**src/rtl/enc_pipe_ctrl.sv**
```systemverilog
// enc_pipe_ctrl: packs TRNG bits into words, issues them to ENC, captures results in a FIFO
// and changes the ENC key only after draining. Define ENC_CTRL_STATS_EN to add drop_cnt.
module enc_pipe_ctrl #(
    parameter int         LATENCY    = 13,
    parameter int         FIFO_DEPTH = 16,
    parameter logic [7:0] RESET_KEY  = 8'h00
) (
    input  logic        clk,
    input  logic        rst_n,
    input  logic        bit_in,
    input  logic        bit_vld,
    input  logic [7:0]  key_in,
    input  logic        key_ld,
    output logic        key_busy,
    output logic [31:0] enc_d_in,
    output logic [7:0]  enc_k_in,
    input  logic [31:0] enc_d_out,
    output logic [31:0] out_data,
    output logic        out_valid,
    input  logic        out_ready
`ifdef ENC_CTRL_STATS_EN
    ,
    output logic [15:0] drop_cnt
`endif
);
    localparam int AW = $clog2(FIFO_DEPTH);
    localparam int CW = $clog2(FIFO_DEPTH + LATENCY + 1);

    typedef enum logic [1:0] {RUN, DRAIN, LOAD, SETTLE} state_t;

    state_t             state_q, state_d;
    logic [31:0]        col_q, col_d, enc_d_in_q, enc_d_in_d;
    logic [5:0]         cnt_q, cnt_d;
    logic [7:0]         key_q, key_d, pend_q, pend_d;
    logic [LATENCY-1:0] vld_q, vld_d;
    logic [AW:0]        fifo_cnt_q, fifo_cnt_d;
    logic [AW-1:0]      wr_q, wr_d, rd_q, rd_d;
    logic [31:0]        mem [FIFO_DEPTH];
    logic [CW-1:0]      inflight;
    logic               issue, push, pop;

    always_comb begin
        inflight = '0;
        for (int i = 0; i < LATENCY; i++) inflight = inflight + CW'(vld_q[i]);
        // credit check counts every word already in flight, so the FIFO can never overflow
        issue = state_q == RUN && cnt_q == 6'd32 &&
                (CW'(fifo_cnt_q) + inflight) < CW'(FIFO_DEPTH);
        push  = vld_q[LATENCY-1];
        pop   = out_valid && out_ready;
        col_d = col_q;
        cnt_d = cnt_q;
        if (issue) begin
            col_d = {31'b0, bit_in};
            cnt_d = bit_vld ? 6'd1 : 6'd0;
        end else if (bit_vld && cnt_q != 6'd32) begin
            col_d = {col_q[30:0], bit_in};
            cnt_d = cnt_q + 6'd1;
        end
        enc_d_in_d = issue ? col_q : enc_d_in_q;
        vld_d      = {vld_q[LATENCY-2:0], issue};
        fifo_cnt_d = fifo_cnt_q + (AW+1)'(push) - (AW+1)'(pop);
        wr_d       = push ? wr_q + AW'(1) : wr_q;
        rd_d       = pop ? rd_q + AW'(1) : rd_q;
        state_d    = state_q;
        pend_d     = pend_q;
        key_d      = key_q;
        case (state_q)
            RUN: if (key_ld) begin
                pend_d  = key_in;
                state_d = DRAIN;
            end
            DRAIN: if (inflight == '0) state_d = LOAD;
            LOAD: begin
                key_d   = pend_q;
                state_d = SETTLE;
            end
            default: state_d = RUN;
        endcase
    end

    always_ff @(posedge clk or negedge rst_n) begin
        if (!rst_n) begin
            state_q    <= RUN;
            col_q      <= '0;
            cnt_q      <= '0;
            enc_d_in_q <= '0;
            key_q      <= RESET_KEY;
            pend_q     <= RESET_KEY;
            vld_q      <= '0;
            fifo_cnt_q <= '0;
            wr_q       <= '0;
            rd_q       <= '0;
        end else begin
            state_q    <= state_d;
            col_q      <= col_d;
            cnt_q      <= cnt_d;
            enc_d_in_q <= enc_d_in_d;
            key_q      <= key_d;
            pend_q     <= pend_d;
            vld_q      <= vld_d;
            fifo_cnt_q <= fifo_cnt_d;
            wr_q       <= wr_d;
            rd_q       <= rd_d;
        end
    end

    always_ff @(posedge clk) begin
        if (push) mem[wr_q] <= enc_d_out;
        if (rst_n && push) assert (fifo_cnt_q != (AW+1)'(FIFO_DEPTH));
    end

    assign out_valid = fifo_cnt_q != '0;
    assign out_data  = out_valid ? mem[rd_q] : '0;
    assign key_busy  = state_q != RUN;
    assign enc_d_in  = enc_d_in_q;
    assign enc_k_in  = key_q;

`ifdef ENC_CTRL_STATS_EN
    logic [15:0] drop_q, drop_d;
    logic        drop;

    always_comb begin
        drop   = bit_vld && cnt_q == 6'd32 && !issue;
        drop_d = (drop && drop_q != 16'hFFFF) ? drop_q + 16'd1 : drop_q;
    end

    always_ff @(posedge clk or negedge rst_n) begin
        if (!rst_n) drop_q <= '0;
        else        drop_q <= drop_d;
    end

    assign drop_cnt = drop_q;
`endif
endmodule

```
**config.mk**
```make
export PLATFORM = sky130hd
export DESIGN_NAME = enc_pipe_ctrl
export DESIGN_NICKNAME = d
export VERILOG_FILES = /design/src/rtl/enc_pipe_ctrl.sv
export SDC_FILE = /design/constraint.sdc
export NUM_CORES = 1
export LEC_CHECK = 0
export ABC_AREA = 1
export CAP_MARGIN = 20
export CORE_MARGIN = 2
export CORE_UTILIZATION = 30
export CTS_BUF_LIST = sky130_fd_sc_hd__clkbuf_2
export CTS_CLUSTER_SIZE = 20
export DETAILED_ROUTE_END_ITERATION = 8
export PLACE_DENSITY = 0.44
export SLEW_MARGIN = 20
export SYNTH_ARGS = -nofsm -noshare
export SYNTH_HDL_FRONTEND = slang
export SYNTH_SLANG_ARGS = --single-unit
export TNS_END_PERCENT = 50
```
**constraint.sdc**
```tcl
create_clock -name clk -period 5.11 [get_ports clk]
set_input_delay 1.022 -clock clk [delete_from_list [all_inputs] [get_ports clk]]
set_output_delay 1.022 -clock clk [all_outputs]
set_load 0.005 [all_outputs]
```
-- After elaboration in Yosys (flattened, before gate mapping)
Memory sizes are Yosys's and may differ from the RTL's.
Cells that the tools add are included.
- flip-flop bits (word level): 114
- RAM bits: 512
- input port bits: 46
- output and inout bits: 74
- word-level logic and storage cells: 58
- memories kept: 1
- memory list (memory ; depth ; bits a word ; rd ports ; clocked after memory_dff ; wr ports ; line ; source):
    mem ; 16 ; 32 ; 1 ; 0 ; 1 ; 38 ; logic [31:0] mem [FIFO_DEPTH];
- add/sub/neg operators: 18
- order comparisons: 1
- equality and inequality tests: 6
- muxes and demuxes: 11
- reductions and logical operators: 11
- operator list (operator ; count):
    $mux 32 ; 3
    $add 5x1->5 ; 9
    $mux 6 ; 2
    $add 4x1->4 const B ; 2
    $add 6x1->6 const B ; 1
    $eq 6x6->1 const B ; 1
    $ne 6x6->1 const B ; 1
    $pmux 2 s3 ; 1
    $add 4x1->5 ; 1
    $add 5x5->5 ; 1
    $logic_not 5->1 ; 1
    $lt 5x5->1 const B ; 1
    $reduce_bool 5->1 ; 1
    $sub 5x1->5 ; 1
    $add 3x1->4 ; 1
    $logic_and 1x1->1 ; 4
    $mux 2 ; 2
    $ne 2x2->1 const B ; 2
    $reduce_and 2->1 ; 2
    $reduce_bool 2->1 ; 2
    $add 2x1->3 ; 1
    $mux 1 ; 3
    $add 1x1->2 ; 1
    $eq 2x1->1 const B ; 1
    other kinds (2) ; 2

-- Logic depth before layout (Yosys ltp)
- word-level depth: 16
- depth in mapped cells: 22
- mapped depth without buffers: 21

-- Least setup slack after synthesis
No wires, ideal clock.
- path kind: reg2reg
- from: reg vld_q[5]
- to: reg enc_d_in_q[10] (netlist: enc_d_in[10])
- arrival time: 4.313 ns
- required time: 4.994 ns
- path slack: 0.680 ns
- cell stages (with the launch flop): 19
- buffers on the path: 1
- clock period less this slack: 4.430 ns
- cell sequence: dfrtp_1 inv_1 fa_1 fa_1 fa_1 fa_1 fa_1 fa_1 inv_1 ha_1 nand3_1 nand2_1 nand2_1 nand3_1 nand3_2 clkinv_2 buf_6 nand2_1 nand2_1
- longest elaborated chain between the ends: 11
- RTL lines (element ; line ; source):
    start, declared ; 35 ; logic [LATENCY-1:0] vld_q, vld_d;
    start signal, assigned ; 100 ; vld_q <= vld_d;
    $add 5x1->5 (8 in a row) ; 44 ; for (int i = 0; i < LATENCY; i++) inflight = inflight + CW'(vld_q[i]);
    $add 5x5->5 ; 47 ; (CW'(fifo_cnt_q) + inflight) < CW'(FIFO_DEPTH);
    $lt 5x5->1 ; 47 ;
    $logic_and 1x1->1 ; 46 ; issue = state_q == RUN && cnt_q == 6'd32 &&
    end signal, assigned ; 97 ; enc_d_in_q <= enc_d_in_d;
    end, declared ; 32 ; logic [31:0] col_q, col_d, enc_d_in_q, enc_d_in_d;
No other way between the ends.
A chain may end at the register's enable or synchronous reset.

-- Worst setup path after layout
- from: reg rd_q[0]
- to: out out_data[20]
- longest elaborated chain between the ends: 2
- RTL lines (element ; line ; source):
    start, declared ; 37 ; logic [AW-1:0] wr_q, wr_d, rd_q, rd_d;
    start signal, assigned ; 103 ; rd_q <= rd_d;
    $mem_v2 16x32 ; n/a ;
    $mux 32 ; 113 ; assign out_data = out_valid ? mem[rd_q] : '0;
    end, declared ; 18 ; output logic [31:0] out_data,
No other way between the ends.

==> run_summary.xml <==
<?xml version="1.0" encoding="UTF-8"?>
<metrics>
  <group name="outcome">
    <metric name="outcome" unit="">finished, final reports clean</metric>
  </group>
  <group name="critical_path">
    <metric name="regToRegSetupSlack" unit="ns">0.45</metric>
    <metric name="worst-endpoint-required" unit="ns">4.09</metric>
    <metric name="critical_path_class" unit="">reg2out</metric>
    <metric name="endpoint_of_the_worst_slack_reg_to_reg_timing_path" unit="">enc_d_in[14]</metric>
    <metric name="timing.critical_path.from_type" unit="">flop</metric>
    <metric name="arrival_time_of_data_at_the_critical_path_endpoint" unit="ns">3.76</metric>
    <metric name="cpMaxStageDelayCell" unit="">dfrtp_4</metric>
    <metric name="timing.critical_path.fanout_max" unit="">60</metric>
    <metric name="rr_startpoint" unit="">vld_q[5]</metric>
    <metric name="slowest_cell_delay_on_critical_path" unit="ns">0.72</metric>
    <metric name="r2r_cells" unit="">18</metric>
    <metric name="end_kind" unit="">output port</metric>
    <metric name="timing.critical_path.cells" unit="">bufbuf_16, nor2_1, nor2_1, o21ai_1, nand3_1, nand3_1, a21oi_1, clkdlybuf4s50_1</metric>
  </group>
  <group name="yosys">
    <metric name="synthesis.nets" unit="">2302</metric>
    <metric name="postSynth.topFlopCell" unit="">edfxtp_1</metric>
    <metric name="synth.avg_cell_area" unit="sq um">11.5</metric>
    <metric name="synth_top_cell_by_area" unit="">edfxtp_1</metric>
    <metric name="synth_warnings" unit="">0</metric>
    <metric name="synthesis.instances" unit="">2225</metric>
    <metric name="synth_edf_count" unit="">512</metric>
    <metric name="synth_top_area_share" unit="%">60.0</metric>
    <metric name="seq_area_frac_synth" unit="%">71.1</metric>
    <metric name="netlist_area" unit="sq mm">0.0256</metric>
    <metric name="ys_ff_latch" unit="">626</metric>
    <metric name="synth.lib_cells_used.distinct" unit="">28</metric>
    <metric name="synth_top_cells_by_area" unit="">edfxtp_1, dfrtp_1, nor2_1</metric>
    <metric name="synth_async_sr_flop_share" unit="%">18.2</metric>
  </group>
  <group name="finish">
    <metric name="finish.cell_count_without_fillers" unit="">3717</metric>
    <metric name="mostFrequentLayoutCells" unit="">edfxtp_1, nor2_1, nand2_1</metric>
    <metric name="ff_latch_area" unit="sq mm">0.0182</metric>
    <metric name="layout_commonest_cell" unit="">edfxtp_1</metric>
    <metric name="layout.cell_area.non_filler" unit="sq mm">0.0299</metric>
    <metric name="area_delta_synth_final" unit="%">16.8</metric>
    <metric name="n_fill_cell" unit="">8517</metric>
    <metric name="finalNetCount" unit="">2526</metric>
    <metric name="final_layout_size_suffix_gt1_share" unit="%">14.7</metric>
    <metric name="multi_input_comb_area" unit="sq mm">0.00642</metric>
  </group>
  <group name="run">
    <metric name="max_cap_viol_count" unit="">0</metric>
  </group>
  <group name="routing">
    <metric name="wl_per_cell" unit="microns">19.5</metric>
    <metric name="drt-pass1-iter-count" unit="">5</metric>
    <metric name="drtAntennaViolNets" unit="">0</metric>
    <metric name="vias" unit="">17200</metric>
    <metric name="route.detailed.vias_per_inst" unit="">4.61</metric>
    <metric name="route.detailed.drc" unit="">0</metric>
    <metric name="initial_drc_count" unit="">967</metric>
    <metric name="routed_wirelength" unit="microns">72600</metric>
  </group>
  <group name="timing">
    <metric name="setup_repair_after_global_routing_missed_its_margin" unit="">true</metric>
    <metric name="slew_violations" unit="">0</metric>
    <metric name="final.setup_skew" unit="ns">0.0633</metric>
    <metric name="time_the_worst_path_needs_with_i_o_delays_and_setup" unit="ns">4.78</metric>
    <metric name="slew_headroom" unit="%">31.8</metric>
    <metric name="final_min_period_over_clock_period" unit="%">93.5</metric>
    <metric name="final.setup.worst_slack" unit="ns">0.332</metric>
    <metric name="finalSetupViolations" unit="">0</metric>
    <metric name="fmax" unit="MHz">209</metric>
    <metric name="worst_slack_on_hold_paths" unit="ns">0.278</metric>
    <metric name="finalHoldViolCount" unit="">0</metric>
    <metric name="max_slew.worst_pin.slew" unit="ns">1.02</metric>
    <metric name="finalSetupTns" unit="ns">0</metric>
  </group>
  <group name="floorplan">
    <metric name="io_pins" unit="">120</metric>
    <metric name="floorplan.initialDensity" unit="%">30.2</metric>
    <metric name="rows" unit="">107</metric>
    <metric name="core_area" unit="sq mm">0.0849</metric>
    <metric name="die_area" unit="sq mm">0.0878</metric>
    <metric name="die_width" unit="microns">296</metric>
    <metric name="die-height" unit="microns">296</metric>
  </group>
  <group name="global_route">
    <metric name="grt_max_degree" unit="">93</metric>
    <metric name="grt_first_pass_wirelength" unit="microns">107000</metric>
    <metric name="met3_capacity_usage_during_global_routing" unit="%">4.23</metric>
    <metric name="met1_layer_usage_reported_by_global_route" unit="%">20.9</metric>
    <metric name="overflow" unit="">0</metric>
    <metric name="met2_usage" unit="%">27.8</metric>
    <metric name="global_route.peak_usage_layer" unit="">met2</metric>
    <metric name="grt_antenna_before_repair" unit="">7</metric>
    <metric name="first_global_vias" unit="">17200</metric>
    <metric name="grt_util_all_layers" unit="%">16.7</metric>
  </group>
  <group name="clocking">
    <metric name="cts-htree-levels" unit="">4</metric>
    <metric name="clock_path_buffers" unit="">3</metric>
    <metric name="cts_inserted_buffers" unit="">171</metric>
    <metric name="clkSinkCount" unit="">626</metric>
    <metric name="clkTransAtPathRegs" unit="ns">0.09</metric>
    <metric name="clock_tree_from_tritoncts" unit="">done</metric>
    <metric name="clock_insertion_delay_worst_skew" unit="ns">1.35</metric>
    <metric name="clock_tree.root_cell" unit="">clkbuf_2</metric>
  </group>
  <group name="place">
    <metric name="dpl.cell_count" unit="">3410</metric>
    <metric name="port_buffers" unit="">119</metric>
    <metric name="detailed_place_hpwl" unit="microns">37200</metric>
    <metric name="detailedPlace.worstSlack" unit="ns">0.168</metric>
    <metric name="routabilityCongestion" unit="">0.724</metric>
    <metric name="detailed_place.area" unit="sq mm">0.0281</metric>
  </group>
  <group name="pwr">
    <metric name="max-vdd-ir-drop" unit="uV">256</metric>
    <metric name="leakagePower" unit="uW">0.0114</metric>
    <metric name="power_density" unit="mW/mm^2">500</metric>
  </group>
  <group name="worst_hold_path">
    <metric name="timing.hold.worst.class" unit="">in2reg</metric>
    <metric name="timing.hold.worst_path_depth" unit="">3</metric>
    <metric name="hold-path-endpoint" unit="">col_q[0]</metric>
    <metric name="worst_hold_startpoint" unit="">bit_in</metric>
  </group>
</metrics>
stage by stage:
step	utilization [%]	total power, uW
final	35.3	15000
after global routing	35.3	16000
after CTS	35.2	15200
after detailed placement	33.1	11200
after global placement	33.1	11200
after floorplan	-	9200
cell usage after synthesis (2+ instances only):
cell type / n
buf_2: 35
clkbuf_1: 39
xnor2_1: 3
inv_2: 2
fa_1: 9
o21ai_0: 108
dfrtp_1: 114
ha_1: 22
clkbuf_2: 8
buf_1: 14
nor2_1: 503
edfxtp_1: 512
nand3_1: 203
mux2_2: 8
buf_6: 19
xor2_1: 11
inv_1: 105
nand4_1: 4
o211ai_1: 17
a21oi_1: 52
o21ai_1: 118
nand2_1: 304
buf_4: 10
state kept, by name, indices dropped and copies added (netlist names):
register,cells
mem,512
col_q,32
enc_d_in,32
vld_q,13
enc_k_in,8
pend_q,8
cnt_q,6
fifo_cnt_q,5
rd_q,4
wr_q,4
state_q,2
layout make-up:
type | instances | share of cell area [%]
timing repair inverter | 1 | 0.0293
inverter | 110 | 1.53
sequential | 626 | 61.0
multi-input combinational | 1364 | 21.4
clock buffer | 262 | 4.38
antenna | 1 | 0.00836
clock inverter | 34 | 0.811
timing repair buffer | 175 | 6.05
tap | 1144 | 4.78
kinds of logic after synthesis:
family	share of synthesized area, %
compound gates	5.93
xor+xnor	0.479
fa+ha+maj	1.78
buf+inv	4.38
flops	71.1
mux	0.352
simple gates	15.9
critical path: cells and delay by family, from the launching register on:
| kind | cells | cell delay [ns] |
|---|---|---|
| buffers and inverters | 2 | 1.06 |
| flip-flops | 1 | 0.72 |
| AND/OR/NAND/NOR | 4 | 0.33 |
| AO/OA/AOI/OAI | 2 | 0.31 |
report_power, final:
part           leakage (uW)  switching, uW  internal (uW)
logic               0.00413           3290           2070
clock network       0.00119           2130           1470
registers           0.00610            260           5730
total                0.0114           5680           9270
worst max path at each step:
stage	startpoint	to	slack [ns]
finish	rd_q[0]	out_data[20]	0.33
detailed placement	vld_q[5]	enc_d_in[31]	0.17
CTS	rd_q[0]	out_data[30]	-0.07
global placement	vld_q[5]	cnt_q[0]	0.29
global route	rd_q[0]	out_data[24]	-0.01
floorplan	vld_q[5]	enc_d_in[10]	0.68
repair_timing:
| action | CTS | global route |
|---|---|---|
| pin swaps | 0 | 0 |
| setup buffers | 4 | 0 |
| hold buffers | 1 | 0 |
| gates cloned | 4 | 1 |
| resized for setup | 17 | 7 |
| hold endpoints to repair | 75 | 0 |
| setup endpoints to repair | 31 | 48 |
metal layers:
metal / up-vias / wire length, microns
met5: - / 66
met4: 12 / 1510
met3: 135 / 3900
met2: 435 / 35300
met1: 8426 / 31800
li1: 8143 / -
Note: power is estimated with default switching activity, not from simulation.
